[src/rtl/reg_file_pkg.sv]
// reg_file_pkg: shared defaults and types for the scoreboarded register file.
package reg_file_pkg;
  localparam int DEF_XLEN = 32;
  localparam int DEF_NUM_REGS = 32;
  localparam int DEF_CNT_W = 2;
  typedef logic [$clog2(DEF_NUM_REGS)-1:0] reg_addr_t;
  typedef logic [DEF_CNT_W-1:0] pend_cnt_t;
  localparam pend_cnt_t PEND_MAX = '1;
endpackage

[src/rtl/reg_file_sb_counter.sv]
// sb_counter: saturating pending-write counter; +inc -dec_a -dec_b per edge, err on clamp.
module sb_counter
  import reg_file_pkg::*;
#(
  parameter int CNT_W = DEF_CNT_W
) (
  input  logic             clk_i,
  input  logic             reset_i,
  input  logic             inc,
  input  logic             dec_a,
  input  logic             dec_b,
  output logic [CNT_W-1:0] cnt,
  output logic             err
);
  localparam int MAX = (1 << CNT_W) - 1;
  logic signed [31:0] nxt;
  logic [CNT_W-1:0] cnt_n;
  always_comb begin
    nxt = int'(cnt) + int'(inc) - int'(dec_a) - int'(dec_b);
    err = nxt > MAX || nxt < 0;
    cnt_n = nxt > MAX ? cnt : nxt < 0 ? '0 : CNT_W'(nxt);
  end
  always_ff @(posedge clk_i or negedge reset_i)
    if (!reset_i) cnt <= '0;
    else cnt <= cnt_n;
endmodule

[src/rtl/reg_file_sb.sv]
// reg_file_sb: register file with per-register pending-write scoreboard.
// Define RF_WRITE_BYPASS_EN to forward same-cycle writeback data and retire to the read ports.
module reg_file_sb
  import reg_file_pkg::*;
#(
  parameter int XLEN = DEF_XLEN,
  parameter int NUM_REGS = DEF_NUM_REGS,
  parameter int NUM_RD = 2,
  parameter int CNT_W = DEF_CNT_W,
  localparam int AW = $clog2(NUM_REGS)
) (
  input  logic                   clk_i,
  input  logic                   reset_i,
  input  logic [NUM_RD*AW-1:0]   ra_i,
  output logic [NUM_RD*XLEN-1:0] rd_data_o,
  output logic [NUM_RD-1:0]      busy_o,
  input  logic                   we_i,
  input  logic [AW-1:0]          wa_i,
  input  logic [XLEN-1:0]        wd_i,
  input  logic                   issue_i,
  input  logic [AW-1:0]          issue_rd_i,
  input  logic                   cancel_i,
  input  logic [AW-1:0]          cancel_rd_i,
  output logic                   overflow_o
);
  logic [XLEN-1:0] regs [NUM_REGS];
  logic [CNT_W-1:0] cnt [NUM_REGS];
  logic [NUM_REGS-1:0] err;
  logic ovf;
  for (genvar i = 0; i < NUM_REGS; i++) begin : g_cnt
    if (i == 0) begin : g_zero
      assign cnt[i] = '0;
      assign err[i] = 1'b0;
    end else begin : g_reg
      sb_counter #(.CNT_W(CNT_W)) u_cnt (
        .clk_i   (clk_i),
        .reset_i (reset_i),
        .inc     (issue_i && issue_rd_i == AW'(i)),
        .dec_a   (we_i && wa_i == AW'(i)),
        .dec_b   (cancel_i && cancel_rd_i == AW'(i)),
        .cnt     (cnt[i]),
        .err     (err[i])
      );
    end
  end
  // regs[0] is never written, so it stays at its reset value of zero
  always_ff @(posedge clk_i or negedge reset_i)
    if (!reset_i) for (int i = 0; i < NUM_REGS; i++) regs[i] <= '0;
    else if (we_i && wa_i != '0) regs[wa_i] <= wd_i;
  always_ff @(posedge clk_i or negedge reset_i)
    if (!reset_i) ovf <= 1'b0;
    else if (|err) ovf <= 1'b1;
  assign overflow_o = ovf;
  for (genvar k = 0; k < NUM_RD; k++) begin : g_rd
    logic [AW-1:0] a;
    assign a = ra_i[k*AW +: AW];
`ifdef RF_WRITE_BYPASS_EN
    logic hit;
    assign hit = reset_i && we_i && wa_i != '0 && wa_i == a;
    assign rd_data_o[k*XLEN +: XLEN] = hit ? wd_i : regs[a];
    assign busy_o[k] = hit ? cnt[a] > CNT_W'(1) : cnt[a] != '0;
`else
    assign rd_data_o[k*XLEN +: XLEN] = regs[a];
    assign busy_o[k] = cnt[a] != '0;
`endif
  end
endmodule

[config.mk]
export PLATFORM = sky130hd
export DESIGN_NAME = reg_file_sb
export DESIGN_NICKNAME = d
export VERILOG_FILES = /design/src/rtl/reg_file_pkg.sv /design/src/rtl/reg_file_sb_counter.sv /design/src/rtl/reg_file_sb.sv
export SDC_FILE = /design/constraint.sdc
export NUM_CORES = 2
export LEC_CHECK = 0
export ABC_AREA = 0
export BUFFER_PORTS_ARGS = -buffer_cell sky130_fd_sc_hd__buf_2
export CORE_AREA = 4 4 330 332
export CTS_CLUSTER_DIAMETER = 120
export DETAILED_ROUTE_END_ITERATION = 12
export DIE_AREA = 0 0 334 336
export PLACE_DENSITY_LB_ADDON = 0.2
export SETUP_SLACK_MARGIN = 0.02
export SLEW_MARGIN = 10
export SYNTH_ARGS = -nofsm -noshare
export SYNTH_HDL_FRONTEND = slang
export SYNTH_SLANG_ARGS = --single-unit
[constraint.sdc]
create_clock -name clk_i -period 2.63 [get_ports clk_i]
set_input_delay 0.6575 -clock clk_i [delete_from_list [all_inputs] [get_ports clk_i]]
set_output_delay 0.6575 -clock clk_i [all_outputs]
set_load 0.02 [all_outputs]
# After elaboration in Yosys (flattened, before gate mapping)
# Index checks and enable logic that the tools add are counted.
[word_totals] inputBits=62 latch_bits=0 wordCells=495 mem_bits_rw=0 output_inout_bits=67 memories=0 ff_bits=1087 rom_bits=0
[classes] n_div=0 n_reduce_logical=130 bitwise_logic=3 shifts=0 eq_ne=93 multipliers=0 muxes=46 n_lt_le_gt_ge=66 addsub=93
[ops] op="32-bit by 2-bit subtractor with 32-bit output" n=62
[ops] op="1024-bit bitwise mux" n=1
[ops] op="32-bit by 3-bit > comparator with 1-bit output (second input constant)" n=31
[ops] op="32-bit by 1-bit less-than comparator with 1-bit output (second input constant)" n=31
[ops] op="32-bit binary-select mux with 5-bit select" n=2
[ops] op="5-bit == test (second input constant)" n=48
[ops] op="32-bit demux with 5-bit select" n=1
[ops] op="32-bit 2-to-1 mux" n=5
[ops] op="5-bit by 4-bit == test with 1-bit output (second input constant)" n=24
[ops] op="1-bit logical AND" n=95
[ops] op="2-bit by 1-bit adder with 3-bit output" n=31
[ops] op="2-bit 2-to-1 mux" n=35
[ops] op="5-bit by 3-bit == test with 1-bit output (second input constant)" n=12
[ops] op="1-bit logical OR" n=31
[ops] op="31-bit OR reduction" n=1
[ops] op="5-bit by 2-bit == test with 1-bit output (second input constant)" n=6
[ops] op="2-bit binary-select mux with 5-bit select" n=2
[ops] op="6-bit greater-or-equal comparator (second input constant)" n=3
[ops] op="5-bit NOT with 6-bit output" n=3
[ops] op="5-bit by 1-bit == test with 1-bit output (second input constant)" n=3
[ops] op="6-bit by 1-bit less-than comparator with 1-bit output (second input constant)" n=1
[ops] op="5-bit nonzero test" n=1
[ops] op="2-bit nonzero test" n=2

# Logic depth before layout (Yosys ltp)
[depth] depth_word=8 mapped_depth=15

# Modules after synthesis
# A second synthesis with hierarchy kept.
[unflattened] hier_cells=5640 area_unflattened_um2=65778.1
[by_module_without_submodules] module="reg_file_sb" instances=1 cells_each=4617 area_per_inst_um2=56042.5
[by_module_without_submodules] module="sb_counter" instances=31 cells_each=33 area_per_inst_um2=314.1

# Worst setup path after synthesis
# No wires, ideal clock.
[synth_path] path_type="in2reg" start="input wa_i[0]" end="register ovf (netlist: overflow_o)" arrival_time_ps=3604 setup_slack_ps=-1113 n_path_buf=3 setup_time_ps=139 path_stages=15 path_cell_list="clkbuf_1 -> or3b_1 -> clkbuf_1 -> nor2_2 -> buf_2 -> inv_1 -> fa_1 -> inv_1 -> ha_1 -> ha_1 -> nand2b_1 -> nor4_1 -> and4_1 -> nand4_1 -> or4_1"
[synth_via] elab_chain_len=7 elab_cells_between_ends=218
[synth_lines] element="start: declaration" line_no="reg_file_sb.sv:18" source="input logic [AW-1:0] wa_i,"
[synth_lines] element="5-bit by 1-bit == test with 1-bit output, or another cell as far along" line_no="reg_file_sb.sv:39" source=".dec_a (we_i && wa_i == AW'(i)),"
[synth_lines] element="1-bit logical AND" line_no="reg_file_sb.sv:39"
[synth_lines] element="32-bit by 2-bit subtractor with 32-bit output (2 in a row)" line_no="reg_file_sb_counter.sv:19" source="nxt = int'(cnt) + int'(inc) - int'(dec_a) - int'(dec_b);"
[synth_lines] element="32-bit by 3-bit > comparator with 1-bit output or 32-bit by 1-bit less-than comparator with 1-bit output (tied branches)" line_no="reg_file_sb_counter.sv:20" source="err = nxt > MAX || nxt < 0;"
[synth_lines] element="1-bit logical OR" line_no="reg_file_sb_counter.sv:20"
[synth_lines] element="31-bit OR reduction (*)" line_no="reg_file_sb.sv:52" source="else if (|err) ovf <= 1'b1;"
[synth_lines] element="end signal: assignment" line_no="reg_file_sb.sv:51" source="if (!reset_i) ovf <= 1'b0;"
[synth_lines] element="end signal: assignment" line_no="reg_file_sb.sv:52"
[synth_lines] element="end: declaration" line_no="reg_file_sb.sv:29" source="logic ovf;"
# Every way passes the cells marked *; elsewhere a longest branch is shown, timed or not.
# A chain may end at the register's enable or synchronous reset.

# Final worst setup path
[layout_path] start="register g_cnt[19].g_reg.u_cnt.cnt[0]" end="output busy_o[0]"
[layout_via] elab_chain_len=4
[layout_lines] element="start: declaration" line_no="reg_file_sb_counter.sv:12" source="output logic [CNT_W-1:0] cnt,"
[layout_lines] element="start signal: assignment" line_no="reg_file_sb_counter.sv:25" source="else cnt <= cnt_n;"
[layout_lines] element="2-bit binary-select mux with 5-bit select" line_no="reg_file_sb.sv:64" source="assign busy_o[k] = cnt[a] != '0;"
[layout_lines] element="2-bit 2-to-1 mux (implied by the code) (2 in a row)" line_no="reg_file_sb.sv:64"
[layout_lines] element="2-bit nonzero test" line_no="reg_file_sb.sv:64"
[layout_lines] element="end: declaration" line_no="reg_file_sb.sv:16" source="output logic [NUM_RD-1:0] busy_o,"
# Every way passes these cells. The select of a mux whose other input is x is not followed.

==> results.md <==
* Hold EP: regs[1014]$_DFFE_PN0P_
* Largest net degree at the start of global routing at 96
* Max FO, Critical Path at 2
* Final Worst Setup Slack at -0.583 ns
* Area grow syn2layout at 25.8%
* Post-Syn Area at 0.0609 sq mm
* GR Util All Layers at 0.344
* Hold Crit Class: flip-flop to flip-flop
* Total power at 56100 uW
* Hold_sp: regs[1014]$_DFFE_PN0P_
* Min Clock Period, post-route at 3.21 ns
* Reg2reg end: overflow_o$_DFFE_PN0P_
* Vias at 42200
* Initial DRT Pass Iterations at 5
* Leakage Power at 0.0341 uW
* H-tree depth at 3
* Final Max Tran Viols at 0
* Post-synthesis sequential area ratio at 0.446
* Syn nets at 4464
* Peak VDD IR at 0.672 mV
* Worst EP arrival at 2.56 ns
* Final net count at 4993
* Die Span X at 334 um
* GRT overflow at 0
* DRT antenna net count at 0
* Max-cap violations at 0
* TritonCTS buffer count at 115
* Required @ worst endpoint at 1.97 ns
* Largest cells by area after synthesis: dfrtp_1 (45%), mux2_2 (19%), mux4_2 (18%), mux2i_1 (4.1%), ha_1 (2.5%)
* Worst-Skew Late Latency at 0.71 ns
* Setup violations, final at 67
* Top_reg_cell synth: dfrtp_1
* Post-Place Cells at 5922
* Comb power frac at 0.275
* Clock skew at 0.0143 ns
* Reg-to-reg slack, setup at -0.30 ns
* Top cell type's share of synthesized area at 0.446
* Ys Warns at 0
* Die height at 336 um
* Int Pwr at 39600 uW
* I/O pin cnt at 129
* Setup crit start kind: flip-flop
* Vias per cell at 6.71
* Number of clock sinks at 1087
* Fraction of registers with async set/reset at 1.00
* Sequential Power Share at 0.408
* RD Place Congestion at 0.911
* Sum Neg Setup Slack at -26.61 ns
* Slew @ Worst Pin at 1.03 ns
* Count of different cell masters after synthesis at 51
* Number of global-route vias before repair at 43900
* Layout cells sized above 1 at 0.599
* CTS tree: yes
* R2r startpoint: g_cnt[14].g_reg.u_cnt.cnt[0]$_DFFE_PN0P_
* Routed len/inst at 30.7 um
* Final Hold Slack at 0.398 ns
* Hold path cells at 0
* Avg Inst Size Synth at 14.3 sq um
* First-pass GRT wire length at 288000 um
* Register bit total from synthesis at 1087
* Starting Density at 0.573
* Drt initial violations at 3947
* Synth top cells by count: dfrtp_1 (1087), mux2_2 (1005), mux4_2 (499)
* Switching Share at 0.295
* Synth area leader: dfrtp_1
* Syn Inst Count at 4247
* Non-filler cells, final at 6286
* Initial antenna violation count at 7
* Final HPWL DP at 114000 um
* Clk pwr share at 0.318
* Core Box Area at 0.106 sq mm
* Fmax achieved at 311 MHz
* Die area at 0.112 sq mm
* PwrDens at 732 mW/mm^2
* Clock root cell: clkbuf_16
* Most frequent cell after synthesis: dfrtp_1
* EDFF count, synth at 0
* Tcrit/Tclk final at 1.22
* Relative slew margins at 0.316
* Final hold vios at 0
* Worst reg-to-reg path cell count at 12
* CP Class: flip-flop to output pin
* Final Routed Wirelength at 193000 um
* Worst-path clk slew at 0.06 ns
* Unrepaired setup endpoints after global routing: true
* Port bufs at 128
* Crit. End Element: output pin
* Clock Tree Buf Depth at 3
* Residual DRC at 0
* Num rows at 120
* Failing checks: setup timing
* Status: finished, violations left
* Psw at 16500 uW
[flip-flops by register name (all words and copies together) (netlist names)]
register               flops
overflow_o                 1
regs                    1024
g_cnt.g_reg.u_cnt.cnt     62
[cell families (layout without fill, tap and decap cells)]
family	count (synthesis)	count (layout)	share of synthesized area
AOI/OAI and AO/OA	277	277	0.0340
muxes	1754	1754	0.411
adders and majority gates	155	155	0.0357
buffers and inverters	536	1164	0.0397
DFF	1087	1087	0.446
other	0	7	0
and+or+nand+nor	438	439	0.0328
[routing by layer]
layer	vias to the layer above	track usage	share of wire
li1	17300	-	-
met1	22600	0.478	0.40
met2	1811	0.548	0.48
met3	509	0.0578	0.073
met4	2	0.141	0.048
met5	-	0	0.000067
[metrics by stage]
stage / setup slack, ns / instance area (sq um) / util
after floorplan: -0.810 / 62600 / -
after global placement: -1.11 / 68300 / 0.642
after detailed placement: -1.18 / 68300 / 0.642
after CTS: -0.587 / 75600 / 0.711
after global routing: -0.635 / 76600 / 0.721
final: -0.583 / 76600 / 0.721
[critical path, cell delays in order, from the launching register on]
cell and delay, ns:
dfrtp_1 0.36, buf_6 0.12, nor2_4 0.04, mux4_2 0.51, mux2i_4 0.22, a2111oi_4 0.11
a211oi_2 0.22, buf_4 0.17, buf_6 0.11
[what timing repair did]
item / 4_1_cts / 5_1_grt
pin swaps: 102 / 87
endpoints found under the setup margin: 67 / 75
hold endpoints to repair: 17 / 0
hold buffers: 1 / 0
gates resized for setup: 399 / 184
cloned: 25 / 6
buffers inserted: 91 / 46
[layout make-up]
type | count | area [sq um]
inverters | 110 | 415
fillers | 6658 | 29700
flip-flops and latches | 1087 | 27200
multi-input cells | 2625 | 33800
clock inverters | 63 | 872
repair buffers | 837 | 9220
diodes | 7 | 17.5
clock buffers | 154 | 3300
well taps | 1403 | 1760
[power groups by stage]
stage,clock (uW),sequential [uW],combinational (uW)
finish,17800,22900,15400
global route,18800,23200,16500
CTS,18000,22700,14900
detailed placement,0,22900,13500
global placement,0,22700,13200
floorplan,0,22100,9720
[how the worst max path moves through the flow]
| stage | slack [ns] | from | to | depth (start not counted) |
|---|---|---|---|---|
| 6_report | -0.58 | g_cnt[19].g_reg.u_cnt.cnt[0]$_DFFE_PN0P_ | busy_o[0] | 8 |
| 2_1_floorplan | -0.81 | wa_i[0] | overflow_o$_DFFE_PN0P_ | 15 |
| 3_5_place_dp | -1.18 | issue_rd_i[2] | overflow_o$_DFFE_PN0P_ | 15 |
| 5_1_grt | -0.63 | g_cnt[19].g_reg.u_cnt.cnt[0]$_DFFE_PN0P_ | busy_o[0] | 8 |
| 4_1_cts | -0.59 | g_cnt[6].g_reg.u_cnt.cnt[0]$_DFFE_PN0P_ | busy_o[0] | 8 |
| 3_3_place_gp | -1.11 | issue_rd_i[2] | overflow_o$_DFFE_PN0P_ | 15 |
[placed cells by master (no fill, tap or decap), types with 36 or more instances in the layout]
master / instances
a21oi_1: 36
buf_12: 138
buf_2: 50
buf_4: 485
buf_6: 100
clkbuf_16: 122
dfrtp_1: 1087
ha_1: 108
inv_1: 92
mux2_2: 994
mux2i_1: 194
mux2i_2: 43
mux4_2: 499
nor2_1: 174
nor3_1: 42
(Power assumes the default switching activity.)
